[src/rtl/mp_sequencer_pkg.sv]
// Shared definitions for the multiplier/ALU sequencer and its select stage:
// state encodings, instruction field positions and opcode constants.
package mp_sequencer_pkg;

  typedef enum logic [3:0] {
    ST_INIT     = 4'd0,
    ST_OP_READ  = 4'd1,
    ST_OP_WAIT1 = 4'd2,
    ST_RA_READ  = 4'd3,
    ST_RB_READ  = 4'd4,
    ST_OP_WAIT2 = 4'd5,
    ST_OP_CAL   = 4'd6,
    ST_SELECT   = 4'd7,
    ST_RESULT   = 4'd8
  } state_e;

  localparam int FIELD_W     = 4;
  localparam int OPC_LSB     = 12;
  localparam int RD_LSB      = 8;
  localparam int RA_LSB      = 4;
  localparam int RB_LSB      = 0;
  localparam int OPC_MUL_BIT = 3;

  localparam logic [3:0] OPC_NOP = 4'h0;

  // Watchdog: exit is taken in the OP_CAL cycle whose count is 254, i.e. the 255th cycle.
  localparam int         WD_W    = 8;
  localparam logic [7:0] WD_LAST = 8'd254;

  function automatic logic is_mul(input logic [3:0] opc);
    return opc[OPC_MUL_BIT];
  endfunction

endpackage

[src/rtl/mp_sequencer_if.sv]
// Instruction-memory read bus and multiplier start/done handshake of the sequencer.
interface mp_sequencer_if #(
  parameter int IA_W = 4
);
  logic            instr_re;
  logic [IA_W-1:0] instr_addr;
  logic [15:0]     instr_rdata;
  logic            mul_start;
  logic            mul_done;

  modport master (
    output instr_re, instr_addr, mul_start,
    input  instr_rdata, mul_done
  );

  modport slave (
    input  instr_re, instr_addr, mul_start,
    output instr_rdata, mul_done
  );
endinterface

[src/rtl/mp_instr_decode.sv]
// Combinational field extraction of a 16-bit instruction word into opcode and
// register addresses (zero-extended or truncated to RA_W).
module mp_instr_decode
  import mp_sequencer_pkg::*;
#(
  parameter int RA_W = 4
) (
  input  logic [15:0]     instr,
  output logic [3:0]      opcode,
  output logic [RA_W-1:0] rd,
  output logic [RA_W-1:0] ra,
  output logic [RA_W-1:0] rb
);
  logic [FIELD_W-1:0] rd_f, ra_f, rb_f;

  assign opcode = instr[OPC_LSB +: FIELD_W];
  assign rd_f   = instr[RD_LSB +: FIELD_W];
  assign ra_f   = instr[RA_LSB +: FIELD_W];
  assign rb_f   = instr[RB_LSB +: FIELD_W];

  assign rd = RA_W'(rd_f);
  assign ra = RA_W'(ra_f);
  assign rb = RA_W'(rb_f);
endmodule

[src/rtl/mp_sequencer.sv]
// Control FSM of the multiplier/ALU block: fetches instructions, sequences operand
// reads, starts/awaits the multiplier. Optional watchdog: MP_SEQUENCER_TIMEOUT_EN.
module mp_sequencer
  import mp_sequencer_pkg::*;
#(
  parameter int IA_W = 4,
  parameter int RA_W = 4
) (
  input  logic            clk,
  input  logic            reset,
  input  logic            op_start,
  input  logic            op_clear,
  input  logic [IA_W-1:0] instr_num,
  mp_sequencer_if.master  bus,
  output logic [3:0]      cur_state,
  output logic [3:0]      opcode,
  output logic [RA_W-1:0] rd_addr,
  output logic [RA_W-1:0] ra_addr,
  output logic [RA_W-1:0] rb_addr,
  output logic            busy,
  output logic            op_done
`ifdef MP_SEQUENCER_TIMEOUT_EN
  ,
  output logic            timeout_err
`endif
);

  state_e          state_q, state_d;
  logic [IA_W-1:0] pc_q, pc_d;
  logic            instr_re_q, instr_re_d;
  logic            mul_start_q, mul_start_d;
  logic [3:0]      opcode_q, opcode_d;
  logic [RA_W-1:0] rd_q, rd_d, ra_q, ra_d, rb_q, rb_d;
  logic [3:0]      dec_opcode;
  logic [RA_W-1:0] dec_rd, dec_ra, dec_rb;
`ifdef MP_SEQUENCER_TIMEOUT_EN
  logic [WD_W-1:0] wd_q, wd_d;
  logic            tmo_q, tmo_d;
`endif

  mp_instr_decode #(.RA_W(RA_W)) u_decode (
    .instr  (bus.instr_rdata),
    .opcode (dec_opcode),
    .rd     (dec_rd),
    .ra     (dec_ra),
    .rb     (dec_rb)
  );

  always_comb begin
    state_d  = state_q;
    pc_d     = pc_q;
    opcode_d = opcode_q;
    rd_d     = rd_q;
    ra_d     = ra_q;
    rb_d     = rb_q;
`ifdef MP_SEQUENCER_TIMEOUT_EN
    wd_d  = (state_q == ST_OP_CAL) ? wd_q + WD_W'(1) : '0;
    tmo_d = tmo_q;
`endif
    case (state_q)
      ST_INIT: begin
        pc_d = '0;
        if (op_start) state_d = ST_OP_READ;
      end
      ST_OP_READ:  state_d = ST_OP_WAIT1;
      // Read data is valid in this cycle; fields are held from RA_READ onwards.
      ST_OP_WAIT1: begin
        state_d  = ST_RA_READ;
        opcode_d = dec_opcode;
        rd_d     = dec_rd;
        ra_d     = dec_ra;
        rb_d     = dec_rb;
      end
      ST_RA_READ:  state_d = ST_RB_READ;
      ST_RB_READ:  state_d = ST_OP_WAIT2;
      ST_OP_WAIT2: state_d = ST_OP_CAL;
      ST_OP_CAL: begin
        if (!is_mul(opcode_q) || bus.mul_done) begin
          state_d = ST_SELECT;
        end
`ifdef MP_SEQUENCER_TIMEOUT_EN
        else if (wd_q == WD_LAST) begin
          state_d = ST_RESULT;
          tmo_d   = 1'b1;
        end
`endif
      end
      ST_SELECT: begin
        if (pc_q == instr_num) begin
          state_d = ST_RESULT;
        end else begin
          pc_d    = pc_q + IA_W'(1);
          state_d = ST_OP_READ;
        end
      end
      ST_RESULT: begin
        if (op_start) begin
          pc_d    = '0;
          state_d = ST_OP_READ;
`ifdef MP_SEQUENCER_TIMEOUT_EN
          tmo_d   = 1'b0;
`endif
        end
      end
      default: state_d = ST_INIT;
    endcase

    if (op_clear) begin
      state_d = ST_INIT;
      pc_d    = '0;
    end
`ifdef MP_SEQUENCER_TIMEOUT_EN
    if (state_d == ST_INIT) tmo_d = 1'b0;
`endif

    // Strobes are registered, so they are derived from the next state.
    instr_re_d  = (state_d == ST_OP_READ);
    mul_start_d = (state_d == ST_OP_WAIT2) && is_mul(opcode_q);
  end

  always_ff @(posedge clk) begin
    if (reset) begin
      state_q     <= ST_INIT;
      pc_q        <= '0;
      instr_re_q  <= 1'b0;
      mul_start_q <= 1'b0;
      opcode_q    <= OPC_NOP;
      rd_q        <= '0;
      ra_q        <= '0;
      rb_q        <= '0;
`ifdef MP_SEQUENCER_TIMEOUT_EN
      wd_q        <= '0;
      tmo_q       <= 1'b0;
`endif
    end else begin
      state_q     <= state_d;
      pc_q        <= pc_d;
      instr_re_q  <= instr_re_d;
      mul_start_q <= mul_start_d;
      opcode_q    <= opcode_d;
      rd_q        <= rd_d;
      ra_q        <= ra_d;
      rb_q        <= rb_d;
`ifdef MP_SEQUENCER_TIMEOUT_EN
      wd_q        <= wd_d;
      tmo_q       <= tmo_d;
`endif
    end
  end

  assign bus.instr_re   = instr_re_q;
  assign bus.instr_addr = pc_q;
  assign bus.mul_start  = mul_start_q;
  assign cur_state      = state_q;
  assign opcode         = opcode_q;
  assign rd_addr        = rd_q;
  assign ra_addr        = ra_q;
  assign rb_addr        = rb_q;
  assign busy           = (state_q != ST_INIT);
  assign op_done        = (state_q == ST_RESULT);
`ifdef MP_SEQUENCER_TIMEOUT_EN
  assign timeout_err    = tmo_q;
`endif

endmodule

[src/flat_wrapper.sv]
// flat-port wrapper written by rule: the top's interface ports become plain ports
module mp_sequencer_flat import mp_sequencer_pkg::*;
#(
  parameter int IA_W = 4,
  parameter int RA_W = 4
)
  (clk, reset, op_start, op_clear, instr_num, cur_state, opcode, rd_addr, ra_addr, rb_addr, busy, op_done, bus_instr_re, bus_instr_addr, bus_mul_start, bus_instr_rdata, bus_mul_done);
  mp_sequencer_if #(.IA_W(IA_W)) bus_i ();
  input  logic clk;
  input  logic reset;
  input  logic op_start;
  input  logic op_clear;
  input  logic [IA_W-1:0] instr_num;
  output logic [3:0] cur_state;
  output logic [3:0] opcode;
  output logic [RA_W-1:0] rd_addr;
  output logic [RA_W-1:0] ra_addr;
  output logic [RA_W-1:0] rb_addr;
  output logic busy;
  output logic op_done;
  output wire logic [$bits(bus_i.instr_re)-1:0] bus_instr_re;
  output wire logic [$bits(bus_i.instr_addr)-1:0] bus_instr_addr;
  output wire logic [$bits(bus_i.mul_start)-1:0] bus_mul_start;
  input wire logic [$bits(bus_i.instr_rdata)-1:0] bus_instr_rdata;
  input wire logic [$bits(bus_i.mul_done)-1:0] bus_mul_done;
  assign bus_instr_re = bus_i.instr_re;
  assign bus_instr_addr = bus_i.instr_addr;
  assign bus_mul_start = bus_i.mul_start;
  assign bus_i.instr_rdata = bus_instr_rdata;
  assign bus_i.mul_done = bus_mul_done;
  mp_sequencer #(.IA_W(IA_W), .RA_W(RA_W)) u_core (.clk(clk), .reset(reset), .op_start(op_start), .op_clear(op_clear), .instr_num(instr_num), .bus(bus_i), .cur_state(cur_state), .opcode(opcode), .rd_addr(rd_addr), .ra_addr(ra_addr), .rb_addr(rb_addr), .busy(busy), .op_done(op_done));
endmodule
[config.mk]
export PLATFORM = sky130hd
export DESIGN_NAME = mp_sequencer_flat
export DESIGN_NICKNAME = d
export VERILOG_FILES = /design/src/rtl/mp_sequencer_pkg.sv /design/src/rtl/mp_sequencer_if.sv /design/src/rtl/mp_instr_decode.sv /design/src/rtl/mp_sequencer.sv /design/src/flat_wrapper.sv
export SDC_FILE = /design/constraint.sdc
export NUM_CORES = 1
export LEC_CHECK = 0
export ABC_AREA = 1
export BUFFER_PORTS_ARGS = -buffer_cell sky130_fd_sc_hd__buf_2
export CORE_UTILIZATION = 30
export CTS_BUF_LIST = sky130_fd_sc_hd__clkbuf_2
export DETAILED_ROUTE_END_ITERATION = 10
export PLACE_DENSITY = 0.61
export SLEW_MARGIN = 5
export SYNTH_ARGS = -nofsm -noshare
export SYNTH_HDL_FRONTEND = slang
export SYNTH_HIERARCHICAL = 1
export SYNTH_SLANG_ARGS = --single-unit
[constraint.sdc]
create_clock -name clk -period 2.2 [get_ports clk]
set_input_delay 0.22 -clock clk [delete_from_list [all_inputs] [get_ports clk]]
set_output_delay 0.22 -clock clk [all_outputs]
set_load 0.02 [all_outputs]
==> results of run 1 <==
==> through the flow <==
stage	cell area [sq um]	utilization
2_1_floorplan	1280	-
3_3_place_gp	1470	0.361
3_5_place_dp	1470	0.361
4_1_cts	1510	0.372
5_1_grt	1510	0.372
6_report	1510	0.372
==> area by class of cell <==
class / instances / share of cell area
multi-input cells: 123 / 0.365
flip-flops and latches: 26 / 0.344
repair buffers: 52 / 0.172
inverters: 19 / 0.0472
well taps: 50 / 0.0414
clock inverters: 1 / 0.0199
clock buffers: 3 / 0.00993
==> cell families after synthesis <==
kind of cell | count (synthesis) | share of synthesized area
adders and majority gates | 1 | 0.00975
buffers and inverters | 38 | 0.164
AOI/OAI and AO/OA | 22 | 0.0878
and+or+nand+nor | 99 | 0.326
DFF | 26 | 0.406
xor gates and xnor gates | 1 | 0.00683
==> power breakdown <==
group	switching, mW	internal (mW)	total, mW
combinational	0.0606	0.0399	0.100
clock	0.143	0.156	0.299
sequential	0.00667	0.483	0.490
total	0.210	0.679	0.889
==> cell usage in the layout, fill, tap and decap left out <==
master / netlist / layout
nand3_1: 7 / 7
buf_2: 0 / 52
o211ai_1: 1 / 1
o21ai_0: 16 / 16
nand4_2: 1 / 1
nor2_1: 46 / 46
xnor2_1: 1 / 1
a21oi_1: 4 / 4
nor2_2: 3 / 3
ha_1: 1 / 1
nand2_1: 36 / 36
inv_1: 17 / 17
dfxtp_1: 26 / 26
nand3_2: 2 / 2
nor3_1: 1 / 1
bufinv_16: 0 / 1
inv_2: 2 / 2
nand2_2: 1 / 1
clkbuf_2: 0 / 3
nand4_1: 2 / 2
o21ai_1: 1 / 1
==> cells in the mapped netlist <==
master | instances | area, sq um
nor2_1 | 46 | 173
nand2_1 | 36 | 135
dfxtp_1 | 26 | 521
inv_1 | 17 | 63.8
buf_4 | 16 | 120
o21ai_0 | 16 | 80.1
nand3_1 | 7 | 35.0
a21oi_1 | 4 | 20.0
nor2_2 | 3 | 18.8
clkbuf_1 | 2 | 7.51
inv_2 | 2 | 7.51
nand3_2 | 2 | 20.0
nand4_1 | 2 | 12.5
buf_6 | 1 | 11.3
ha_1 | 1 | 12.5
nand2_2 | 1 | 6.26
nand4_2 | 1 | 12.5
nor3_1 | 1 | 5.00
o211ai_1 | 1 | 7.51
o21ai_1 | 1 | 5.00
xnor2_1 | 1 | 8.76
==> final timing paths <==
check / start / end / depth (start not counted)
max: u_core/cur_state[0]$_SDFF_PP0_ / op_done / 4
min: reset / u_core/cur_state[0]$_SDFF_PP0_ / 2
max reg2reg: u_core/cur_state[2]$_SDFF_PP0_ / u_core/bus.instr_re$_SDFF_PP0_ / 7
min reg2reg: u_core/rd_addr[2]$_SDFFE_PP0N_ / u_core/rd_addr[2]$_SDFFE_PP0N_ / 2
==> flip-flops by register name, indices dropped and copies added, names as in the netlist <==
| register | cells |
|---|---|
| u_core/ra_addr | 4 |
| u_core/cur_state | 4 |
| u_core/bus.instr_addr | 4 |
| u_core/rd_addr | 4 |
| u_core/bus.mul_start | 1 |
| u_core/bus.instr_re | 1 |
| u_core/rb_addr | 4 |
| u_core/opcode | 4 |
==> worst max-delay path: stages (launching register included) <==
cell     delay, ns
dfxtp_1       0.41
nor2_2        0.19
nand2_1       0.12
nor2_1        0.10
buf_2         0.17
==> per-layer routing <==
metal / vias to the layer above / GRT usage
li1: 641 / -
met1: 510 / 0.148
met2: 42 / 0.216
met3: 2 / 0.0507
met4: 0 / 0.0186
met5: - / 0
==> impl_metrics.csv, run 1 <==
group,metric,value,unit
outcome,status,"finished, final reports clean",
critical_path,worst_ep_arrival,1.33,ns
routing,vias_per_cell,4.36,
placed_design,place_inst,270,
sta,finalHoldViolations,0,
cts,cts_htree_levels,1,
routing,vias,1195,
routing,drt_wl_total,2720,microns
critical_path,critical_path_sink_type,"output pin",
sta,finalSetupTns,0,ns
placed_design,total_of_buffers_placed_on_input_and_output_ports,52,
yosys,syn_inst,187,
routing,drcViolationCount,0,
sta,tightestPinTransition,0.368,ns
yosys,netlist_area,1280,sq um
routing,met3WireLength,235,microns
finish,number_of_filler_cells_placed_in_the_layout,437,
global_route,gr-usage-all-layers,0.126,
routing,wl_met2,1210,microns
sta,top_achievable_clock_speed,646,MHz
global_route,globalRouteOverflowTotal,0,
cts,clk_root_buffer_cell,"clkbuf_2",
yosys,postSynthNetCount,213,
yosys,ys_seq_elements,26,
sta,max_slew_violation_count,0,
yosys,ys_warn_count,6,
floorplanning,die_width,67.4,microns
sta,layout_worst_path_cycle_share,0.703,
yosys,syn_area_per_cell,6.86,sq um
routing,highest-signal-layer,"met4",
floorplanning,boundaryPins,53,
cts,ctsHoldBuffers,0,
yosys,synth_cell_types,21,
routing,met1_length,1260,microns
global_route,grt_first_pass_wirelength,4280,microns
floorplanning,coreArea,4060,sq um
sta,min_period,1.55,ns
critical_path,path_class,"reg -> out",
sta,hold_slack,0.0875,ns
placed_design,dp_hpwl,2070,microns
sta,timing.final.setup_violations,0,
floorplanning,fp-row-count,23,
finish,drive_gt1_frac,0.290,
global_route,initial_antenna_violation_count,0,
finish,final_net_count,251,
finish,multiInputGateArea,552,sq um
power,totalPowerFinal,0.889,mW
critical_path,critPathMaxFanout,5,
finish,seqCellArea,520,sq um
sta,slew_headroom,0.754,
power,power-per-cell-area,588,nW/um^2
cts,cts_made_buffers,3,
critical_path,type_of_element_launching_the_critical_path,"flop",
job,maxCapViolations,0,
placed_design,place_ws,0.784,ns
power,p_leak,0.784,nW
sta,worst_clock_skew,0.0154,ns
floorplanning,die_area,4540,sq um
finish,layout.cells.non_filler,274,
global_route,first_global_vias,996,
cts,path_clk_slew,0.23,ns
finish,antenna_cells_inserted,0,
critical_path,worst-r2r-setup-slack,0.74,ns
cts,cts.path.max_buffers,2,
floorplanning,starting_density_of_the_core,0.316,
global_route,grt_max_degree,19,
routing,detail_route.iter0.violations,80,
yosys,synth_sequential_area_ratio,0.406,
hold_path,min_path_type,"in -> reg",
cts,post_cts_resized,0,
cts,insertion_delay,0.35,ns
cts,clock_tree_from_tritoncts,"built",
finish,area_delta_synth_final,17.9,%
placed_design,gp_congestion,0.782,
sta,unrepaired_setup_endpoints_after_global_routing,"no",
routing,detail_route.wl_per_cell,9.91,microns
routing,ant_nets,0,
cts,postCtsSetupRepairBufs,0,
cts,cts_num_sinks,26,
sta,setup_ws,0.653,ns
power,irDropWorstVdd,489,uV
critical_path,worstPathRequired,1.98,ns
routing,drt_pass1_iterations,4,
floorplanning,die_height,67.4,microns
(Power assumes the default switching activity.)
==> run 2, diff against run 1 <==
Settings changed: ABC_AREA 1 to 0.
Clock period 2.2 ns to 1.57 ns, I/O delays scaled along.
==> impl_metrics.csv, run 2 <==
group,metric,value,unit
yosys,synth-main-ff-cell,"dfxtp_1",
hold_path,min_path_type,"in -> reg",
power,p_leak,0.814,nW
power,irDropWorstVdd,332,uV
cts,cts.path.max_buffers,2,
yosys,ys_seq_elements,26,
finish,multiInputGateArea,677,sq um
sta,finalHoldViolations,0,
global_route,grt_max_degree,17,
routing,ant_nets,0,
routing,drcViolationCount,0,
sta,max_slew_violation_count,0,
sta,slew_headroom,0.731,
finish,number_of_filler_cells_placed_in_the_layout,426,
power,switching_share,0.228,
global_route,grt.met3_usage,0.0329,
sta,worst_clock_skew,0.00898,ns
critical_path,critical_path_sink_type,"output pin",
finish,final_common_cell,"buf_2",
sta,timing.final.setup_violations,0,
yosys,synth_enable_flop_cells,0,
global_route,initial_antenna_violation_count,0,
cts,clock_tree_from_tritoncts,"built",
yosys,yosys-top-cells-count,"37 x nand2_1, 26 x dfxtp_1, 22 x a21oi_1",
cts,path_clk_slew,0.24,ns
yosys,syn_inst,165,
critical_path,type_of_element_launching_the_critical_path,"flop",
yosys,synthDominantCellAreaShare,0.391,
yosys,ys_warn_count,6,
power,internal_power,0.979,mW
finish,drive_gt1_frac,0.413,
power,power.share.combinational,0.140,
finish,finish.utilization,0.449,
sta,finalSetupTns,0,ns
yosys,synth_top_area_cell,"dfxtp_1",
placed_design,dp_hpwl,2240,microns
floorplanning,boundaryPins,53,
yosys,yosysMostFrequentCell,"nand2_1",
critical_path,cp_cell_sequence,"or3_4, nor2_4, buf_6",
critical_path,crit_path_top_delay_cell,"dfxtp_4",
critical_path,critPathMaxFanout,5,
power,totalPowerFinal,1.27,mW
critical_path,worst_ep_arrival,1.38,ns
routing,drt_wl_total,3210,microns
yosys,postSynthNetCount,191,
sta,min_period,1.53,ns
sta,tightestPinTransition,0.400,ns
floorplanning,die_area,4710,sq um
global_route,grt_first_pass_wirelength,5260,microns
floorplanning,starting_density_of_the_core,0.322,
routing,detail_route.wl_per_cell,11.7,microns
global_route,globalRouteOverflowTotal,0,
job,maxCapViolations,0,
cts,cts_made_buffers,3,
routing,vias_per_cell,4.63,
yosys,synth_sequential_area_ratio,0.391,
sta,hold_slack,0.0864,ns
power,p_seq_frac,0.531,
global_route,grt.busiest_layer,"met2",
yosys,synth_async_reset_ratio,0,
global_route,gr-usage-all-layers,0.150,
floorplanning,fp-row-count,23,
finish,top_library_cells_by_usage_in_the_layout_fill_and_taps_aside,"51 x buf_2, 37 x nand2_1, 21 x a21oi_1, 20 x dfxtp_1, 16 x dlygate4sd3_1",
global_route,first_global_vias,1201,
floorplanning,coreArea,4140,sq um
routing,drt_pass1_iterations,4,
cts,clk_root_buffer_cell,"clkbuf_2",
floorplanning,die_height,68.6,microns
global_route,grt_util_met1,0.192,
routing,vias,1273,
yosys,synth_cell_types,39,
finish,antenna_cells_inserted,0,
finish,final_net_count,252,
floorplanning,die_width,68.6,microns
cts,cts_htree_levels,1,
sta,top_achievable_clock_speed,652,MHz
power,clockPowerShare,0.328,
yosys,netlist_area,1330,sq um
cts,insertion_delay,0.35,ns
sta,unrepaired_setup_endpoints_after_global_routing,"yes",
critical_path,worstPathRequired,1.41,ns
placed_design,gp_congestion,0.782,
critical_path,path_class,"reg -> out",
placed_design,total_of_buffers_placed_on_input_and_output_ports,52,
yosys,syn_area_per_cell,8.08,sq um
power,power.switching,0.289,mW
routing,detail_route.iter0.violations,22,
power,power-per-cell-area,682,nW/um^2
critical_path,worst_path_largest_cell_delay,0.42,ns
finish,area_delta_synth_final,39.5,%
global_route,use_met2,0.255,
cts,cts_num_sinks,26,
sta,layout_worst_path_cycle_share,0.977,
finish,seqCellArea,536,sq um
yosys,leading_cell_types_by_total_area_after_synthesis,"dfxtp_1 39%, nand2_1 10%, buf_4 9.0%",
outcome,status,"finished, final reports clean",
-- run 2: cell types whose count changed after synthesis, sizes merged, moves of 2 or more --
cell	previous run	this run
nand3	9	3
a21oi	4	22
xor2	0	5
buf	17	21
inv	19	4
nor3	1	5
nor4	0	2
nand4	3	1
o21ai	17	4
and3	0	2
clkbuf	2	4
nor2	49	11
-- run 2: layout make-up --
type                            instances  area share
Multi-Input combinational cell        110       0.364
Sequential cell                        26       0.288
Timing Repair Buffer                   81       0.282
Tap cell                               50      0.0336
Clock inverter                          1      0.0162
Clock buffer                            3     0.00808
Inverter                                4     0.00808
-- run 2: cell families (layout without fill, tap and decap cells) --
kind of cell	after synthesis	count (layout)	share of synthesized area
muxes	1	1	0.00845
and+or+nand+nor	67	67	0.238
xor gates and xnor gates	6	6	0.0620
AOI/OAI and AO/OA	35	35	0.156
buffers and inverters	29	89	0.136
adders and majority gates	1	1	0.00939
DFF	26	26	0.391
-- run 2: worst paths after layout --
path / from / endpoint / slack [ns] / depth (start not counted)
worst max-delay path: u_core/cur_state[0]$_SDFF_PP0_ / op_done / 0.04 / 3
worst min-delay path: op_clear / u_core/bus.instr_re$_SDFF_PP0_ / 0.09 / 3
worst max register to register: u_core/bus.instr_addr[0]$_SDFFE_PP0P_ / u_core/bus.instr_addr[2]$_SDFFE_PP0P_ / 0.07 / 4
worst min register to register: u_core/ra_addr[0]$_SDFFE_PP0N_ / u_core/ra_addr[0]$_SDFFE_PP0N_ / 0.47 / 2
-- run 2: layer usage --
layer / wire, microns / part of all wire
met5: 0 / 0
met4: 14 / 0.0044
met3: 177 / 0.055
met2: 1490 / 0.46
met1: 1530 / 0.48
-- run 2: stage by stage --
step / instances / instance area [sq um] / setup WS, ns
final: 275 / 1860 / 0.0361
after global routing: 275 / 1860 / -0.0579
after CTS: 274 / 1810 / -0.0156
after detailed placement: 252 / 1560 / -0.0301
after global placement: 252 / 1560 / -0.00660
after floorplan: 165 / 1330 / 0.00842
-- run 2: worst max-delay path: cells and delay by family (launching register included) --
family / cells / cell delay, ns
simple gates: 2 / 0.49
buf+inv: 1 / 0.12
flops: 1 / 0.42
-- run 2: power by group through the flow --
stage          Clock, mW  Sequential, mW  Combinational, mW
6_report           0.416           0.674              0.178
5_1_grt            0.467           0.677              0.195
4_1_cts            0.440           0.678              0.174
3_5_place_dp           0           0.691              0.136
3_3_place_gp           0           0.691              0.135
2_1_floorplan          0           0.701             0.0915
-- run 2: what timing repair did --
item | CTS | global route
resized for setup | 9 | 13
hold endpoints to repair | 16 | 0
pin swaps | 2 | 5
setup buffers | 2 | 1
hold buffers | 16 | 0
cloned | 0 | 0
setup endpoints to repair | 3 | 21
